### config.mk
export PLATFORM = sky130hd
export DESIGN_NAME = floppy_id_field
export DESIGN_NICKNAME = d
export VERILOG_FILES = /design/src/rtl/floppy_pkg.sv /design/src/rtl/crc16_ccitt_byte.sv /design/src/rtl/floppy_id_field.sv
export SDC_FILE = /design/constraint.sdc
export NUM_CORES = 1
export LEC_CHECK = 0
export ABC_AREA = 1
export CORE_UTILIZATION = 40
export CTS_CLUSTER_SIZE = 25
export DETAILED_ROUTE_END_ITERATION = 8
export DONT_BUFFER_PORTS = 1
export GPL_ROUTABILITY_DRIVEN = 1
export PLACE_DENSITY = 0.51
export SYNTH_ARGS = -nofsm -noshare
export SYNTH_HDL_FRONTEND = slang
export SYNTH_SLANG_ARGS = --single-unit
### constraint.sdc
create_clock -name clk -period 4.75 [get_ports clk]
set_input_delay 0.95 -clock clk [delete_from_list [all_inputs] [get_ports clk]]
set_output_delay 0.95 -clock clk [all_outputs]
set_load 0.01 [all_outputs]
### src/rtl/floppy_pkg.sv
// Shared constants, state type and size-code helper for the floppy ID field generator.
package floppy_pkg;

  localparam logic [15:0] CRC_POLY   = 16'h1021;
  // CRC-CCITT state after the A1 A1 A1 FE address mark, seeded with FFFF
  localparam logic [15:0] CRC_PRESET = 16'hB230;
  localparam int unsigned ID_LEN     = 6;
  localparam logic [2:0]  IDX_LAST   = 3'(ID_LEN - 1);
  localparam logic [1:0]  SIZE_DFLT  = 2'd2;

  typedef enum logic {
    IDLE = 1'b0,
    EMIT = 1'b1
  } id_state_t;

  // Map bytes-per-sector to the ID size code. 1024 does not fit in the
  // 10-bit length field and arrives as 0, so 0 is treated as 1024.
  function automatic logic [1:0] size_code(input logic [9:0] len, input logic [1:0] dflt);
    logic [1:0] code;
    case (len)
      10'd128: code = 2'd0;
      10'd256: code = 2'd1;
      10'd512: code = 2'd2;
      10'd0:   code = 2'd3;
      default: code = dflt;
    endcase
    return code;
  endfunction

endpackage

### src/rtl/crc16_ccitt_byte.sv
// One byte of MSB-first CRC-CCITT, all eight bit-steps in a single cycle.
module crc16_ccitt_byte
  import floppy_pkg::*;
(
  input  logic [15:0] crc_in,
  input  logic [7:0]  data,
  output logic [15:0] crc_out
);

  logic [15:0] c;

  // Shift the data byte through the CRC register, MSB first
  always_comb begin
    c = crc_in;
    for (int i = 7; i >= 0; i--) begin
      if (c[15] ^ data[i]) begin
        c = {c[14:0], 1'b0} ^ CRC_POLY;
      end else begin
        c = {c[14:0], 1'b0};
      end
    end
    crc_out = c;
  end

endmodule

### src/rtl/floppy_id_field.sv
// Builds the 6-byte sector ID field (track, side, sector, size, CRC hi/lo)
// from the drive model's header window, paced by the drive byte clock.
module floppy_id_field
  import floppy_pkg::*;
#(
  parameter logic [15:0] CRC_PRESET_P = CRC_PRESET,
  parameter logic [1:0]  SIZE_DFLT_P  = SIZE_DFLT
) (
  input  logic        clk,
  input  logic        reset_n,
  input  logic        dclk_en,
  input  logic        ready,
  input  logic        sector_hdr,
  input  logic [6:0]  track,
  input  logic        side,
  input  logic [4:0]  sector,
  input  logic [9:0]  sector_len,
  output logic [7:0]  id_byte,
  output logic        id_valid,
  output logic        id_last,
  output logic        id_done,
  output logic [6:0]  id_track,
  output logic        id_side,
  output logic [4:0]  id_sector,
  output logic [1:0]  id_size,
  output logic [15:0] id_crc
);

  id_state_t   state;
  logic [2:0]  idx;
  logic [15:0] crc;
  logic        hdr_q;
  logic [6:0]  snap_track;
  logic        snap_side;
  logic [4:0]  snap_sector;
  logic [1:0]  snap_size;

  logic        hdr_rise;
  logic [7:0]  emit_byte;
  logic [15:0] crc_seed;
  logic [15:0] crc_next;

  assign hdr_rise = sector_hdr & ~hdr_q & ready;

  // Select the byte for the current slot; in IDLE it is byte 0 from live inputs
  always_comb begin
    emit_byte = {1'b0, snap_track};
    crc_seed  = crc;
    if (state == IDLE) begin
      emit_byte = {1'b0, track};
      crc_seed  = CRC_PRESET_P;
    end else begin
      case (idx)
        3'd1:    emit_byte = {7'b0, snap_side};
        3'd2:    emit_byte = {3'b0, snap_sector};
        3'd3:    emit_byte = {6'b0, snap_size};
        3'd4:    emit_byte = crc[15:8];
        3'd5:    emit_byte = crc[7:0];
        default: emit_byte = {1'b0, snap_track};
      endcase
    end
  end

  crc16_ccitt_byte u_crc (
    .crc_in  (crc_seed),
    .data    (emit_byte),
    .crc_out (crc_next)
  );

  // ID field sequencer: snapshot at header start, emit one byte per byte clock
  always_ff @(posedge clk or negedge reset_n) begin
    if (!reset_n) begin
      state       <= IDLE;
      idx         <= 3'd0;
      crc         <= CRC_PRESET_P;
      hdr_q       <= 1'b0;
      snap_track  <= 7'd0;
      snap_side   <= 1'b0;
      snap_sector <= 5'd0;
      snap_size   <= 2'd0;
      id_byte     <= 8'd0;
      id_valid    <= 1'b0;
      id_last     <= 1'b0;
      id_done     <= 1'b0;
      id_track    <= 7'd0;
      id_side     <= 1'b0;
      id_sector   <= 5'd0;
      id_size     <= 2'd0;
      id_crc      <= 16'd0;
    end else begin
      id_valid <= 1'b0;
      id_last  <= 1'b0;
      id_done  <= 1'b0;
      if (dclk_en) begin
        hdr_q <= sector_hdr;
        case (state)
          IDLE: begin
            if (hdr_rise) begin
              snap_track  <= track;
              snap_side   <= side;
              snap_sector <= sector;
              snap_size   <= size_code(sector_len, SIZE_DFLT_P);
              id_byte     <= emit_byte;
              id_valid    <= 1'b1;
              crc         <= crc_next;
              idx         <= 3'd1;
              state       <= EMIT;
            end
          end
          EMIT: begin
            if (sector_hdr && ready) begin
              id_byte  <= emit_byte;
              id_valid <= 1'b1;
              if (idx <= 3'd3) begin
                crc <= crc_next;
              end
              if (idx == IDX_LAST) begin
                id_last   <= 1'b1;
                id_done   <= 1'b1;
                id_track  <= snap_track;
                id_side   <= snap_side;
                id_sector <= snap_sector;
                id_size   <= snap_size;
                id_crc    <= crc;
                idx       <= 3'd0;
                state     <= IDLE;
              end else begin
                idx <= idx + 3'd1;
              end
            end else begin
              // header window closed or drive dropped ready: abandon the field
              idx   <= 3'd0;
              state <= IDLE;
            end
          end
          default: begin
            idx   <= 3'd0;
            state <= IDLE;
          end
        endcase
      end
    end
  end

endmodule

==> After elaboration in Yosys (flattened, before gate mapping) <==
Index checks and enable logic that the tools add are counted.
{ "totals": {"wordCells": 89, "output_inout_bits": 42, "register_bits": 77} }
{ "op_classes": {"mux": 34, "magnitude_cmp": 1, "n_addsub": 1, "n_eq_ne": 10, "n_reduce_logical": 7, "n_bitwise": 20} }
{ "op_table": {"columns": ["op", "count"], "rows": [
  ["13-bit two-way mux", 8],
  ["16-bit two-way mux", 4],
  ["8-bit one-hot mux with 5 select lines", 1],
  ["16-bit one-hot mux with 2 select lines", 1],
  ["8-bit two-way mux", 3],
  ["3-bit NOT", 8],
  ["8-bit one-hot mux with 2 select lines", 1],
  ["10-bit by 8-bit equality test with 1-bit output, second input constant", 1],
  ["10-bit by 9-bit equality test with 1-bit output, second input constant", 1],
  ["10-bit logical NOT", 1],
  ["1-bit two-way mux", 9],
  ["3-bit two-way mux", 3],
  ["4-bit AND reduction", 2],
  ["1-bit XOR", 8],
  ["3-bit by 2-bit equality test with 1-bit output, second input constant", 2],
  ["3-bit equality test, second input constant", 2],
  ["2-bit one-hot mux with 3 select lines", 1],
  ["3-bit one-hot mux with 2 select lines", 1],
  ["3-bit AND reduction", 2],
  ["2-bit by 1-bit inequality test with 1-bit output, second input constant", 2],
  ["1-bit one-hot mux with 2 select lines", 2],
  ["3-bit by 1-bit adder with 3-bit output, second input constant", 1],
  ["3-bit by 1-bit equality test with 1-bit output, second input constant", 1],
  ["3-bit by 2-bit less-or-equal comparator with 1-bit output, second input constant", 1],
  ["other kinds (5)", 7]
]} }

==> Logic depth before layout (Yosys ltp) <==
Gate-level depths: netlist (run 1).
{ "depth": {"word_depth": 22, "ltp_mapped": 18, "ltp_nobuf": 17} }

==> Modules after synthesis <==
A second synthesis (run 1) with hierarchy kept.
{ "hier_totals": {"cells_unflattened": 544, "area_unflattened_um2": 4056.4} }
{ "modules_own_cells": {"columns": ["module", "cells_each", "area_each_um2", "n_inst", "seq_area_each_um2"], "rows": [
  ["floppy_id_field", 436, 3585.9, 1, 1934.4],
  ["crc16_ccitt_byte", 108, 470.5, 1, 0.0]
]} }

==> Worst setup path after synthesis (run 1) <==
No wires, ideal clock.
{ "synth_timing": {"path_type": "input port to flip-flop", "from": "input sector_hdr", "to": "register crc[7]", "n_path_buf": 1, "setup_ps": 117, "path_slack_ps": 2499, "stages": 11, "arrival_time_ps": 2134, "path_cell_list": "nand2_1 -> inv_1 -> nand3_1 -> inv_1 -> nor2_1 -> a31oi_1 -> inv_2 -> clkbuf_1 -> o21ai_0 -> nand2_1 -> nand2_1"} }
{ "synth_between": {"elab_chain_len": 4, "elab_cells_between_ends": 6, "cone_classes": "2 x eq/ne; 2 x bitwise; 2 x reduce/logical"} }
{ "synth_rtl": {"columns": ["item", "line", "text"], "rows": [
  ["start, declared", "floppy_id_field.sv:13", "input logic sector_hdr,"],
  ["1-bit bitwise AND (2 in a row)", "floppy_id_field.sv:43", "assign hdr_rise = sector_hdr & ~hdr_q & ready;"],
  ["2-bit inequality test (no source line)", null, null],
  ["4-bit AND reduction (no source line) *", null, null],
  ["end signal, assigned", "floppy_id_field.sv:105", "crc <= crc_next;"],
  ["end signal, assigned", "floppy_id_field.sv:115", "crc <= crc_next;"],
  ["end, declared", "floppy_id_field.sv:31", "logic [15:0] crc;"]
]} }
Mark *: on every way between the ends. The rest lies on a longest branch, timed or not.
A chain may end at the register's enable or synchronous reset.

==> Worst setup path in the final report (run 1) <==
{ "layout_timing": {"from": "register idx[0]", "to": "register crc[7]"} }
{ "layout_between": {"elab_chain_len": 16, "elab_cells_between_ends": 26, "cone_classes": "1 x order compare; 6 x eq/ne; 14 x mux; 4 x bitwise; 1 x reduce/logical"} }
{ "layout_rtl": {"columns": ["item", "line", "text"], "rows": [
  ["start, declared", "floppy_id_field.sv:30", "logic [2:0] idx;"],
  ["start signal, assigned", "floppy_id_field.sv:128", "idx <= idx + 3'd1;"],
  ["3-bit equality test, or another cell as far along", "floppy_id_field.sv:53", "case (idx)"],
  ["8-bit one-hot mux with 5 select lines", "floppy_id_field.sv:53", null],
  ["8-bit two-way mux", "floppy_id_field.sv:49", "if (state == IDLE) begin"],
  ["1-bit XOR", "crc16_ccitt_byte.sv:16", "if (c[15] ^ data[i]) begin"],
  ["13-bit two-way mux (5 in a row)", "crc16_ccitt_byte.sv:16", null],
  ["3-bit NOT (no source line)", null, null],
  ["13-bit two-way mux (3 in a row)", "crc16_ccitt_byte.sv:16", null],
  ["16-bit two-way mux", "floppy_id_field.sv:114", "if (idx <= 3'd3) begin"],
  ["16-bit two-way mux", "floppy_id_field.sv:111", "if (sector_hdr && ready) begin"],
  ["16-bit one-hot mux with 2 select lines", "floppy_id_field.sv:96", "case (state)"]
]} }
Several ways; a longest one is shown, not always the timed one. The select of a mux whose other input is x is not followed.

==> reports/metrics.csv, run 1 <==
metric;value;unit
gpl congestion;0.836;
GR Util All Layers;0.207;
Via density;5.16;
CTS resizes;0;
Final Hold Vio Count;0;
Buffers on Ports;0;
FF-to-FF path depth;13;
Syn Nets;506;
largest net degree at the start of global routing;78;
critical path startpoint category;flop;
Seq/Total Area, Yosys;0.517;
fin crit share;0.531;
# setup viols final;0;
fraction of layout cells with a size suffix above 1;0.0879;
DR vias;3026;
worst r2r dst;crc[7];
routed len/inst;15.8;microns
clock transition at the registers of the reported paths;0.09;ns
CP max-delay cell;dfrtp_1;
Worst EP required;5.00;ns
f_max;396;MHz
hpwl dp;6.53;mm
worst hold path class;input pin to async pin;
clock latency on the worst-skew pair;0.35;ns
drt first-iter violations;175;
DRC;0;
CTS Root Cell;clkbuf_8;
Reg-to-Reg Start;idx[0];
row count;34;
Post-Route Skew;0.00877;ns
Die Wd;98.7;microns
Placed Area;3820;sq um
CTS tree;yes;
Top Ports;70;
initial antenna violation count;0;
leakage power;1.98;nW
CP Cell Sequence;nand2_1 > inv_1 > ha_1 > a21oi_4 > nand3_2 > nor2_1 > o21ai_1 > nand3_2 > nand2_2 > nand2_1 > nand3_1 > nand2_1 > nand2_1;
CTS max path bufs;2;
die footprint;9740;sq um
Yosys reg bits;77;
synthesized area per cell;7.84;sq um
Max VDD drop;254;uV
worst reg-to-reg setup slack;2.23;ns
most frequent CP cell;nand2_1;
Area Overhead vs Synth;7.16;%
Crit Path Max Fanout;12;
core area;8890;sq um
first-pass GRT wire length;15.5;mm
Setup CP Type;flop to flop;
number of nets with antenna violations after routing;0;
Power Dens Cells;566;nW/um^2
max-cap violation count;0;
Max stage delay on crit path;0.55;ns
Synth area leader;dfrtp_1;
total of warnings raised by yosys;0;
TNS Setup;0;ns
endpoint type of the worst setup path;flop;
status;completed;
top cell type's share of synthesized area;0.475;
Buf+Inv Stages, Crit Path;1;
CTS Sinks;77;
H-tree Lvls;3;
final instance area;4010;sq um
n_diodes;0;
post-synthesis cell area;3740;sq um
fin. max-slew vios;0;
Area contributors post-synth;dfrtp_1, nand2_1, o21ai_0;
total CTS buffers;9;
die extent in y;98.7;microns
total wire length;9.27;mm
Setup Buffers After CTS;0;
Synth Instances;477;
nets@finish;502;
max_slew headroom;0.298;
Period minus WS final;2.52;ns
Critical Path Start;idx[0];
RSZ-0062 raised after global routing;no;
vias in the first global route;2976;
Worst Tran Pin Value;1.05;ns
Starting Density;0.421;
critical path arrival;2.77;ns
Synth cell types;34;
hold slack;0.289;ns
TritonRoute pass-1 iters;4;
overflow left after global routing;0;
crit-path leading delay family;simple AND/OR/NAND/NOR gates;
hold-fix buffers at CTS;0;
==> metal layers <==
layer | part of all wire | GRT usage
met5 | 0 | 0
met4 | 0.020 | 0.0941
met3 | 0.064 | 0.0546
met2 | 0.45 | 0.315
met1 | 0.47 | 0.279
==> sequential cells by signal, indices dropped and copies added (netlist names), 3 cells and up <==
register and cells:
crc 16, id_crc 16, id_byte 8, id_track 7, snap_track 7, id_sector 5, snap_sector 5, idx 3
==> cells in the final DEF, fill, tap and decap left out, drive strengths merged, types with 2 or more instances in the layout <==
master / n
nor2: 25
inv: 52
nand3: 31
a31oi: 7
clkbuf: 11
clkinv: 2
xor2: 3
o211ai: 3
buf: 4
clkinvlp: 4
dfstp: 6
a21oi: 5
nand2: 172
o21ai: 61
nand4: 12
dfrtp: 71
==> power by group <==
part | total [mW] | switching [mW] | internal, mW
sequential | 1.03 | 0.182 | 0.851
combinational | 0.766 | 0.515 | 0.252
clock | 0.471 | 0.254 | 0.217
total | 2.27 | 0.950 | 1.32
==> cells in the mapped netlist (all sizes together) <==
library cell    n
a21oi           5
a31oi           7
buf             9
clkbuf         10
clkinv          1
dfrtp          71
dfstp           6
ha              1
inv            52
nand2         172
nand3          31
nand4          12
nor2           25
nor4            1
o211ai          3
o21a            1
o21ai          61
o21bai          1
o22ai           1
o32ai           1
or2             1
or4             1
xnor2           1
xor2            3
==> worst reg2reg max path: stages (launching register included) <==
cell and delay (ns):
dfrtp_1 0.55, nand2_1 0.18, inv_1 0.05, ha_1 0.27
a21oi_4 0.19, nand3_2 0.22, nor2_1 0.21, o21ai_1 0.12
nand3_2 0.11, nand2_2 0.11, nand2_1 0.15, nand3_1 0.14
nand2_1 0.08, nand2_1 0.05
==> kinds of logic after synthesis <==
group / Yosys count / synth area share
simple gates: 243 / 0.275
buf+inv: 72 / 0.0776
xor+xnor: 4 / 0.00937
flops: 77 / 0.517
fa+ha+maj: 1 / 0.00334
compound gates: 80 / 0.118
==> how the worst max path moves through the flow <==
stage / endpoint / slack [ns] / cells past startpoint
final: crc[7] / 2.23 / 13
after global placement: id_crc[3] / 2.00 / 9
after floorplan: crc[7] / 2.50 / 11
after global routing: crc[7] / 2.01 / 12
after CTS: crc[7] / 2.25 / 12
after detailed placement: id_crc[2] / 1.91 / 8
==> metrics by stage <==
stage / utilization / worst slack [ns] / power [mW] / instances
final: 0.451 / 2.23 / 2.27 / 586
after global routing: 0.451 / 2.01 / 2.46 / 586
after CTS: 0.451 / 2.25 / 2.29 / 586
after detailed placement: 0.430 / 1.91 / 1.81 / 570
after global placement: 0.430 / 2.00 / 1.79 / 570
after floorplan: - / 2.50 / 1.60 / 477
==> layout make-up <==
class                      instances  area, sq um
clock buffer                      11          151
clock inverter                     5         35.0
fill                             904         4880
inverter                          53          204
multi-input combinational        328         1520
sequential                        77         1930
tap                              108          135
timing repair buffer               4         30.0
(Power assumes the default switching activity.)
==> inputs of run 2 (changes only) <==
Settings changed: PLACE_DENSITY 0.51 to 0.53.
Clock period 4.75 ns to 2.3 ns, I/O delays scaled along.
==> reports/metrics.csv, run 2 (synthesis results as in run 1) <==
metric;value;unit;change
clock transition at the registers of the reported paths;0.08;ns;was 0.09 ns
TNS Setup;0;ns;unchanged
Area Overhead vs Synth;10.6;%;was 7.16%
max_slew headroom;0.691;;was 0.298
clock latency on the worst-skew pair;0.35;ns;about the same
Clock power frac;0.230;;was 0.207
GR peak layer;met2;;unchanged
number of nets with antenna violations after routing;0;;unchanged
most frequent cells in the layout;nand2_1, dfrtp_1, o21ai_0;;unchanged
Period minus WS final;2.08;ns;was 2.52 ns
max-cap violation count;0;;unchanged
die extent in y;98.7;microns;unchanged
Reg-to-Reg Start;idx[1];;was idx[0]
DRC;0;;unchanged
Final Hold Vio Count;0;;unchanged
Post-Route Skew;0.0180;ns;was 0.00877 ns
Buffers on Ports;0;;unchanged
n_diodes;0;;unchanged
fin. max-slew vios;0;;unchanged
gpl congestion;0.863;;was 0.836
Die Wd;98.7;microns;unchanged
worst reg-to-reg setup slack;0.22;ns;was 2.23 ns
CTS tree;yes;;unchanged
drt first-iter violations;153;;was 175
fin crit share;0.906;;was 0.531
Post-Place Cells;575;;was 570
Max VDD drop;468;uV;was 254 uV
H-tree Lvls;3;;unchanged
Worst EP required;2.54;ns;was 5.00 ns
worst hold path class;input pin to flop;;was input pin to async pin
f_max;480;MHz;was 396 MHz
die footprint;9740;sq um;unchanged
Top Ports;70;;unchanged
status;completed;;unchanged
TritonRoute pass-1 iters;8;;was 4
Internal Power;2.97;mW;was 1.32 mW
Reg power frac;0.425;;was 0.455
FF-to-FF path depth;13;;unchanged
Worst Tran Pin Value;0.463;ns;was 1.05 ns
Starting Density;0.421;;unchanged
dpl ws;0.104;ns;was 1.91 ns
total CTS buffers;9;;unchanged
Non-Filler Instances;594;;was 586
row count;34;;unchanged
initial antenna violation count;0;;unchanged
fraction of layout cells with a size suffix above 1;0.103;;was 0.0879
vias in the first global route;2979;;was 2976
routed len/inst;15.2;microns;was 15.8 microns
core area;8890;sq um;unchanged
leakage power;2.05;nW;was 1.98 nW
combinational power share;0.345;;was 0.338
Sw Share;0.401;;was 0.418
CTS max path bufs;2;;unchanged
commonest non-fill, non-tap cell in the layout;nand2_1;;unchanged
total wire length;9.01;mm;was 9.27 mm
worst setup margin;0.217;ns;was 2.23 ns
M3 GR Usage;0.0596;;was 0.0546
critical path startpoint category;flop;;unchanged
largest net degree at the start of global routing;78;;unchanged
worst r2r dst;crc[7];;unchanged
hpwl dp;6.35;mm;was 6.53 mm
Via density;5.14;;was 5.16
hold path depth;1;;
CTS Root Cell;clkbuf_8;;unchanged
Critical Path Start;idx[1];;was idx[0]
DR vias;3056;;was 3026
Setup CP Type;flop to flop;;unchanged
NetSw;1.98;mW;was 0.950 mW
Crit Path Max Fanout;6;;was 12
CTS Sinks;77;;unchanged
GR Util All Layers;0.200;;was 0.207
overflow left after global routing;0;;unchanged
Regs by FF count;crc x16, id_crc x16, id_byte x8;;unchanged
Power Dens Cells;1200;nW/um^2;was 566 nW/um^2
first-pass GRT wire length;15.0;mm;was 15.5 mm
critical path arrival;2.32;ns;was 2.77 ns
endpoint type of the worst setup path;flop;;unchanged
# setup viols final;0;;unchanged
Critical Path Sink;crc[7];;unchanged
nets@finish;510;;was 502
met2 usage;0.296;;was 0.315
RSZ-0062 raised after global routing;no;;unchanged
met1 usage;0.280;;was 0.279
run 2: routing by layer:
| layer | up-vias | routed length [microns] |
|---|---|---|
| met3 | 13 | 610 |
| met5 | - | 0 |
| li1 | 1534 | - |
| met4 | 0 | 130 |
| met1 | 1414 | 4420 |
| met2 | 95 | 3850 |
run 2: worst min-delay path by stage:
stage                   from            end
floorplan            reset_n         crc[0]
global placement     reset_n   id_sector[2]
detailed placement   reset_n   id_sector[3]
CTS                  reset_n   id_sector[3]
global route        track[0]  snap_track[0]
finish               dclk_en          hdr_q
run 2: final cells by class:
cell class	instances	area, sq um
Fill cell	896	4750
Sequential cell	77	1940
Multi-Input combinational cell	328	1530
Inverter	53	204
Clock buffer	12	145
Tap cell	108	135
Timing Repair Buffer	12	113
Clock inverter	4	72.6
run 2: critical path, stage by stage, from the launching register on:
cell and delay [ns]:
dfrtp_2 0.45, nand2_1 0.09, inv_1 0.04, ha_1 0.24, a21oi_4 0.20, nand3_4 0.14
nor2_2 0.13, o21ai_1 0.10, nand3_2 0.10, nand2_2 0.09, nand2_1 0.15, nand3_2 0.12
nand2_1 0.08, nand2_1 0.05
run 2: stage by stage:
| stage | power, mW | cell area, sq um | utilization | hold slack, ns |
|---|---|---|---|---|
| after floorplan | 3.30 | 3740 | - | 0.164 |
| after global placement | 3.75 | 3860 | 0.434 | 0.167 |
| after detailed placement | 3.77 | 3860 | 0.434 | 0.167 |
| after CTS | 4.96 | 4110 | 0.462 | 0.0137 |
| after global routing | 5.34 | 4140 | 0.466 | 0.215 |
| final | 4.95 | 4140 | 0.466 | 0.214 |
run 2: timing repair:
action	4_1_cts	5_1_grt
buffers inserted	0	1
hold endpoints to repair	77	1
hold buffers	1	1
endpoints found under the setup margin	0	8
resized for setup	0	4
run 2: power by group through the flow:
stage	logic, mW	clock network (mW)	registers (mW)
floorplan	1.28	0	2.02
global placement	1.62	0	2.13
detailed placement	1.64	0	2.13
CTS	1.68	1.17	2.11
global route	1.98	1.21	2.15
finish	1.71	1.14	2.11
==> inputs of run 3 (changes only) <==
Settings changed: PLACE_DENSITY 0.53 to unset, PLACE_DENSITY_LB_ADDON set to 0.15.
==> reports/metrics.csv, run 3 (synthesis results as in run 1) <==
metric;value;unit;change
Regs by FF count;crc x16, id_crc x16, id_byte x8;;unchanged
row count;34;;unchanged
most frequent cells in the layout;nand2_1, dfrtp_1, o21ai_0;;unchanged
clock transition at the registers of the reported paths;0.08;ns;about the same
CTS tree;yes;;unchanged
GR Util All Layers;0.203;;was 0.200
# setup viols final;0;;unchanged
fillers;885;;was 896
core area;8890;sq um;unchanged
Post-Place Cells;577;;was 575
nets@finish;512;;was 510
DRC;0;;unchanged
Top Ports;70;;unchanged
die footprint;9740;sq um;unchanged
gpl congestion;0.916;;was 0.863
commonest non-fill, non-tap cell in the layout;nand2_1;;unchanged
Final Hold Vio Count;0;;unchanged
critical path startpoint category;flop;;unchanged
DR vias;3024;;was 3056
TNS Setup;0;ns;unchanged
f_max;477;MHz;was 480 MHz
fraction of layout cells with a size suffix above 1;0.107;;was 0.103
initial antenna violation count;0;;unchanged
max-cap violation count;0;;unchanged
Crit Path Max Fanout;6;;unchanged
crit-path leading delay family;simple AND/OR/NAND/NOR gates;;unchanged
Die Wd;98.7;microns;unchanged
hpwl dp;6.44;mm;was 6.35 mm
critical path arrival;2.33;ns;was 2.32 ns
Area Overhead vs Synth;11.6;%;was 10.6%
fin. max-slew vios;0;;unchanged
Non-Filler Instances;596;;was 594
fin crit share;0.912;;was 0.906
vias in the first global route;3004;;was 2979
die extent in y;98.7;microns;unchanged
Setup CP Type;flop to flop;;unchanged
Max VDD drop;413;uV;was 468 uV
worst hold path class;input pin to flop;;unchanged
CTS Sinks;77;;unchanged
TritonRoute pass-1 iters;5;;was 8
Worst Tran Pin Value;0.536;ns;was 0.463 ns
RSZ-0062 raised after global routing;no;;unchanged
total CTS buffers;9;;unchanged
CTS max path bufs;2;;unchanged
Starting Density;0.421;;unchanged
CP max-delay cell;dfrtp_2;;unchanged
total wire length;8.96;mm;was 9.01 mm
status;completed;;unchanged
Worst EP required;2.54;ns;about the same
most frequent CP cell;nand2_1;;unchanged
drt first-iter violations;175;;was 153
max_slew headroom;0.641;;was 0.691
Max stage delay on crit path;0.46;ns;was 0.45 ns
first-pass GRT wire length;15.2;mm;was 15.0 mm
n_diodes;0;;unchanged
endpoint type of the worst setup path;flop;;unchanged
total power;5.07;mW;was 4.95 mW
Post-Route Skew;0.0145;ns;was 0.0180 ns
Buf+Inv Stages, Crit Path;1;;unchanged
H-tree Lvls;3;;unchanged
Power Dens Cells;1210;nW/um^2;was 1200 nW/um^2
CP Cell Sequence;nand2_1 > inv_1 > ha_1 > a21oi_4 > nand3_4 > nor2_2 > o21ai_1 > nand3_2 > nand2_2 > nand2_2 > nand3_1 > nand2_1 > nand2_1;;was nand2_1 > inv_1 > ha_1 > a21oi_4 > nand3_4 > nor2_2 > o21ai_1 > nand3_2 > nand2_2 > nand2_1 > nand3_2 > nand2_1 > nand2_1
leakage power;2.08;nW;was 2.05 nW
clock latency on the worst-skew pair;0.36;ns;was 0.35 ns
Via density;5.07;;was 5.14
largest net degree at the start of global routing;78;;unchanged
CTS Root Cell;clkbuf_8;;unchanged
final core occ;0.469;;was 0.466
routed len/inst;15.0;microns;was 15.2 microns
Buffers on Ports;0;;unchanged
number of nets with antenna violations after routing;0;;unchanged
Period minus WS final;2.10;ns;was 2.08 ns
overflow left after global routing;0;;unchanged
[run 3: changes by cell type in the layout (fill, tap and decap cells not counted), sizes merged]
cell / delta
buf: +2
bufinv: +1
clkinvlp: -1
[run 3: final cells by class]
type | instances | area (sq um) | share of cell area
clock buffers | 12 | 145 | 0.0348
clock inverters | 4 | 95.1 | 0.0228
inverters | 53 | 204 | 0.0489
multi-input cells | 328 | 1530 | 0.367
flip-flops and latches | 77 | 1940 | 0.464
well taps | 108 | 135 | 0.0324
repair buffers | 14 | 128 | 0.0306
[run 3: power by group]
| group | leakage [nW] | internal (mW) | switching [mW] |
|---|---|---|---|
| combinational | 0.970 | 0.573 | 1.14 |
| sequential | 0.985 | 1.76 | 0.350 |
| clock | 0.121 | 0.750 | 0.495 |
| total | 2.08 | 3.08 | 1.99 |
[run 3: repair_timing]
item	4_1_cts	5_1_grt
resized for setup	0	5
hold buffers	1	1
setup buffers	0	1
hold endpoints to repair	77	2
setup endpoints to repair	0	10
[run 3: path summary, 6_finish.rpt]
| kind | to | slack [ns] | startpoint | cells past startpoint |
|---|---|---|---|---|
| worst min register to register | crc[13] | 0.50 | crc[13] | 2 |
| min in group asynchronous | id_sector[2] | 0.64 | reset_n | 2 |
| worst min-delay path | hdr_q | 0.20 | dclk_en | 1 |
| max in group asynchronous | crc[13] | 1.28 | reset_n | 2 |
| worst max register to register | crc[7] | 0.20 | idx[1] | 13 |
| worst max-delay path | crc[7] | 0.20 | idx[1] | 13 |
[run 3: through the flow]
| step | setup WS (ns) | cell area, sq um | hold WS (ns) |
|---|---|---|---|
| finish | 0.203 | 4170 | 0.199 |
| detailed placement | 0.127 | 3870 | 0.167 |
| floorplan | 0.319 | 3740 | 0.164 |
| CTS | 0.0995 | 4140 | 0.0000861 |
| global placement | 0.156 | 3870 | 0.166 |
| global route | 0.00143 | 4170 | 0.190 |
[run 3: layer usage]
metal  vias to the layer above  GRT usage  wire length (microns)
li1                       1543          -                      -
met1                      1391      0.277                   4410
met2                        74      0.304                   3900
met3                        16     0.0532                    441
met4                         0     0.0861                    211
met5                         -          0                      0
